### src/rtl/muldiv_arbiter.sv
// Two-port round-robin arbiter in front of a shared half-precision mul/div unit.
// Optional WAIT watchdog enabled by defining MULDIV_ARB_TIMEOUT_EN.
module muldiv_arbiter (
  input  logic        clk,
  input  logic        reset,
  input  logic        req0,
  input  logic        req1,
  input  logic [15:0] x0,
  input  logic [15:0] y0,
  input  logic [15:0] x1,
  input  logic [15:0] y1,
  input  logic        op0,
  input  logic        op1,
  output logic        ack0,
  output logic        ack1,
  output logic        rsp_valid0,
  output logic        rsp_valid1,
  output logic [15:0] rsp_result,
  output logic [1:0]  rsp_ofuf,
  output logic [15:0] md_x,
  output logic [15:0] md_y,
  output logic        md_mulDiv,
  output logic        md_start,
  input  logic        md_done,
  input  logic [15:0] md_result,
  input  logic [1:0]  md_ofuf,
  output logic        busy
);

  // Handshake: a requester holds req_i and its operands until it sees the
  // one-cycle ack_i; the matching rsp_valid_i pulse later marks rsp_result/rsp_ofuf valid.
  typedef enum logic [2:0] {
    S_IDLE   = 3'd0,
    S_LAUNCH = 3'd1,
    S_SETTLE = 3'd2,
    S_WAIT   = 3'd3,
    S_RESP   = 3'd4
  } state_t;

  state_t      state_q, state_d;
  logic        grant_q, grant_d;
  logic        last_grant_q, last_grant_d;
  logic [15:0] opx_q, opx_d;
  logic [15:0] opy_q, opy_d;
  logic        opm_q, opm_d;
  logic [15:0] res_q, res_d;
  logic [1:0]  ofuf_q, ofuf_d;
  logic        pick;
`ifdef MULDIV_ARB_TIMEOUT_EN
  logic [7:0]  cnt_q, cnt_d;
`endif

  always_comb begin
    state_d      = state_q;
    grant_d      = grant_q;
    last_grant_d = last_grant_q;
    opx_d        = opx_q;
    opy_d        = opy_q;
    opm_d        = opm_q;
    res_d        = res_q;
    ofuf_d       = ofuf_q;
    pick         = 1'b0;
    ack0         = 1'b0;
    ack1         = 1'b0;
    rsp_valid0   = 1'b0;
    rsp_valid1   = 1'b0;
    md_start     = 1'b0;
`ifdef MULDIV_ARB_TIMEOUT_EN
    cnt_d        = cnt_q;
`endif
    case (state_q)
      S_IDLE: begin
        if (req0 || req1) begin
          // On a tie the port that was not granted last time wins.
          pick         = (req0 && req1) ? ~last_grant_q : req1;
          grant_d      = pick;
          last_grant_d = pick;
          opx_d        = pick ? x1 : x0;
          opy_d        = pick ? y1 : y0;
          opm_d        = pick ? op1 : op0;
          state_d      = S_LAUNCH;
        end
      end
      S_LAUNCH: begin
        ack0     = ~grant_q;
        ack1     = grant_q;
        md_start = 1'b1;
        state_d  = S_SETTLE;
      end
      S_SETTLE: begin
        // md_done may still be high from the previous operation here.
        state_d = S_WAIT;
`ifdef MULDIV_ARB_TIMEOUT_EN
        cnt_d   = 8'd0;
`endif
      end
      S_WAIT: begin
        if (md_done) begin
          res_d   = md_result;
          ofuf_d  = md_ofuf;
          state_d = S_RESP;
        end
`ifdef MULDIV_ARB_TIMEOUT_EN
        else if (cnt_q == 8'd255) begin
          res_d   = 16'h7E00;
          ofuf_d  = 2'b11;
          state_d = S_RESP;
        end else begin
          cnt_d = cnt_q + 8'd1;
        end
`endif
      end
      S_RESP: begin
        rsp_valid0 = ~grant_q;
        rsp_valid1 = grant_q;
        state_d    = S_IDLE;
      end
      default: state_d = S_IDLE;
    endcase
  end

  always_ff @(posedge clk) begin
    if (!reset) begin
      state_q      <= S_IDLE;
      grant_q      <= 1'b0;
      last_grant_q <= 1'b1;
      opx_q        <= 16'd0;
      opy_q        <= 16'd0;
      opm_q        <= 1'b0;
      res_q        <= 16'd0;
      ofuf_q       <= 2'b00;
`ifdef MULDIV_ARB_TIMEOUT_EN
      cnt_q        <= 8'd0;
`endif
    end else begin
      state_q      <= state_d;
      grant_q      <= grant_d;
      last_grant_q <= last_grant_d;
      opx_q        <= opx_d;
      opy_q        <= opy_d;
      opm_q        <= opm_d;
      res_q        <= res_d;
      ofuf_q       <= ofuf_d;
`ifdef MULDIV_ARB_TIMEOUT_EN
      cnt_q        <= cnt_d;
`endif
    end
  end

  assign md_x       = opx_q;
  assign md_y       = opy_q;
  assign md_mulDiv  = opm_q;
  assign rsp_result = res_q;
  assign rsp_ofuf   = ofuf_q;
  assign busy       = (state_q != S_IDLE);

endmodule

### config.mk
export PLATFORM = sky130hd
export DESIGN_NAME = muldiv_arbiter
export DESIGN_NICKNAME = d
export VERILOG_FILES = /design/src/rtl/muldiv_arbiter.sv
export SDC_FILE = /design/constraint.sdc
export NUM_CORES = 1
export LEC_CHECK = 0
export ABC_AREA = 1
export BUFFER_PORTS_ARGS = -buffer_cell sky130_fd_sc_hd__clkbuf_2
export CAP_MARGIN = 20
export CORE_MARGIN = 5
export CORE_UTILIZATION = 46
export DETAILED_ROUTE_END_ITERATION = 6
export HOLD_SLACK_MARGIN = 0.06
export PLACE_DENSITY_LB_ADDON = 0.12
export RECOVER_POWER = 25
export SLEW_MARGIN = 10
export SYNTH_ARGS = -nofsm -noshare
export SYNTH_HDL_FRONTEND = slang
export SYNTH_SLANG_ARGS = --single-unit
### constraint.sdc
create_clock -name clk -period 1.4 [get_ports clk]
set_input_delay 0.28 -clock clk [delete_from_list [all_inputs] [get_ports clk]]
set_output_delay 0.28 -clock clk [all_outputs]
set_load 0.02 [all_outputs]
==> flow_summary.yaml <==
outcome:
  outcome: "complete, but fails checks"
  violations: "negative setup slack"
synth:
  netlist_area_mm2: 0.00298
  yosys_warnings: 0
  syn_nets: 559
  synth_top_family_by_area: "simple AND/OR/NAND/NOR gates"
  yosysTopAreaCellShare_pct: 37.6
  yosys.area_share.adder_pct: 0
  yosys.area_share.simple_pct: 42.0
  syn_avg_cell_area_um2: 6.34
  synth-compound-area-share_pct: 4.62
  synth_seq_area_share_pct: 37.6
  yosys-top-cells-area: "dfxtp_1, nand2_1, nor2_1, inv_1, nand3_2"
  synth_cells: 470
  synth_mux_area_share_pct: 0
  synth_xor_area_share_pct: 0
  netlist-cell-type-count: 21
  ys_ff_latch: 56
  synth_largest_area_cell: "dfxtp_1"
critical_path:
  reg2reg_to: "md_x[6]"
  endpoint_kind: "output port"
  cp_data_arrival_time_ns: 1.22
  critical_path_required_ns: 1.12
  rrSetupSlack_ns: -0.08
  endpoint: "ack0"
  crit_type: "flip-flop to output port"
  ff2ff_path_depth: 9
  start_kind: "flip-flop"
  worstReg2RegStart: "state_q[1]"
  cp_max_fo: 3
  crit_path_start: "state_q[0]"
placed_design:
  dpl-instance-area_mm2: 0.00375
  io_buffers: 145
  dpl.hpwl_um: 5410
  dpl.cell_count: 678
  finalWeightedCongestion: 0.740
cells_and_area:
  nets: 705
  final_common_cell: "nand2_1"
  stdcell_count: 694
  antenna_cells_inserted: 0
  layout_common_cells: "nand2_1, clkbuf_2, nor2_1"
  syn2layout_area_growth_pct: 39.1
  fill_cells: 622
  drive_gt1_share_pct: 35.0
  final_area_mm2: 0.00415
power:
  p_sw_share_pct: 35.1
  p_switching_mw: 1.59
  seqPwrFrac_pct: 41.2
  leakagePower_nw: 2.26
  powerDensity_mw_per_mm2: 1090
  p_clk_share_pct: 23.9
  finalPower_mw: 4.53
  power_frac_comb_pct: 34.9
  peakVddDrop_v: 0.000631
  p_int_mw: 2.94
global_routing:
  grt_usage_pct: 17.4
  antenna_found_initial: 0
  grt_util_met2_pct: 31.8
  grt_pass1_vias: 2912
  grt_overflow: 0
  grt-busiest-layer: "met2"
  grt_max_degree: 36
  grtUsageMet1_pct: 19.1
  grt_first_pass_wirelength_um: 12200
  met3_usage_pct: 6.25
clocking:
  clk_latency_ns: 0.31
  h-tree-depth: 2
  hold_buffers: 0
  cts_num_sinks: 56
  clockBufferDepth: 2
  clk_pin_slew_ns: 0.11
  cts_tree: "done"
  cts_buffers: 5
  clock-root-buffer: "clkbuf_8"
detailed_routing:
  drc_errors: 0
  drt.antenna.violating_nets: 0
  wirelength_um: 7440
  drt-pass1-iter-count: 4
  wire_per_inst_um: 10.7
  vias_per_cell: 4.40
  vias: 3053
  drt-initial-drc-count: 67
timing:
  slew_violations: 0
  final-setup-viol-count: 39
  period_share_pct: 107
  period_minus_slack_ns: 1.50
  setup-tns-final_ns: -1.85
  tightest_slew_ns: 0.407
  finalHoldViolCount: 0
  worst_slack_ns: -0.100
  fmax_mhz: 666
  finClkSkew_ns: 0.0122
  relSlewSlack_pct: 72.8
  rsz0062_at_grt: "true"
die:
  core_area_mm2: 0.00631
  die_h_um: 90.5
  die_area_mm2: 0.00819
  fp-row-count: 29
  die_x_um: 90.5
  io_pins: 146
  initial_core_util_pct: 47.2
hold_path:
  hold_path.class: "input port to flip-flop"
flow_run:
  cap_violations: 0
-- kinds of logic (layout without fill, tap and decap cells) --
| family | count (synthesis) | after routing |
|---|---|---|
| AOI/OAI and AO/OA | 20 | 20 |
| buffers and inverters | 100 | 246 |
| DFF | 56 | 56 |
| and+or+nand+nor | 294 | 295 |
-- layer usage --
metal	up-vias	share of wire, %
met3	7	7.4
li1	1659	-
met5	-	0
met2	79	49
met4	0	0.90
met1	1308	43
-- how the worst min path moves through the flow --
| stage | from | endpoint | slack [ns] | depth (start not counted) |
|---|---|---|---|---|
| floorplan | last_grant_q | last_grant_q | 0.43 | 2 |
| global placement | last_grant_q | last_grant_q | 0.44 | 2 |
| detailed placement | rsp_result[1] | rsp_result[1] | 0.46 | 2 |
| CTS | md_result[13] | rsp_result[13] | 0.19 | 3 |
| global route | md_result[6] | rsp_result[6] | 0.19 | 3 |
| finish | md_result[6] | rsp_result[6] | 0.19 | 3 |
-- per-stage QoR --
stage	setup WS (ns)	utilization [%]	hold WS (ns)
4_1_cts	-0.118	63.4	0.186
3_3_place_gp	0.126	59.4	0.443
5_1_grt	-0.169	65.7	0.191
3_5_place_dp	0.0691	59.4	0.455
2_1_floorplan	-0.0513	-	0.429
6_report	-0.100	65.7	0.194
-- power groups by stage --
stage	Clock [mW]	Combinational [mW]	Sequential, mW
final	1.08	1.58	1.86
after global placement	0	1.34	1.89
after detailed placement	0	1.37	1.90
after floorplan	0	0.770	2.08
after global routing	1.17	1.77	1.89
after CTS	1.12	1.47	1.86
-- synth_stat cells, drive strengths merged --
cell / instances
a21oi: 20
buf: 20
clkbuf: 4
dfxtp: 56
inv: 76
nand2: 161
nand3: 23
nand4: 1
nor2: 106
nor3: 3
-- what timing repair did --
action / CTS / global route
resized for setup: 27 / 41
gates cloned: 0 / 2
endpoints found under the setup margin: 6 / 41
buffers inserted: 5 / 1
pin swaps: 1 / 12
-- critical path: stages (launching register included) --
cell and delay (ns):
dfxtp_4 0.40, inv_4 0.05, nor3_4 0.14, inv_2 0.09
nor2_4 0.11, buf_8 0.12
-- sequential cells by signal, summed over array words and instances (netlist names) --
name and count:
last_grant_q 1, md_mulDiv 1, state_q 3, rsp_ofuf 2
md_y 16, rsp_result 16, grant_q 1, md_x 16
-- layout make-up --
| type | instances | area, µm² | area share [%] |
|---|---|---|---|
| timing repair buffer | 162 | 967 | 23.3 |
| sequential | 56 | 1140 | 27.4 |
| clock inverter | 3 | 46.3 | 1.12 |
| inverter | 76 | 288 | 6.94 |
| clock buffer | 5 | 68.8 | 1.66 |
| tap | 77 | 96.3 | 2.32 |
| multi-input combinational | 315 | 1540 | 37.2 |
No activity file was read; power rests on OpenSTA's default activity.
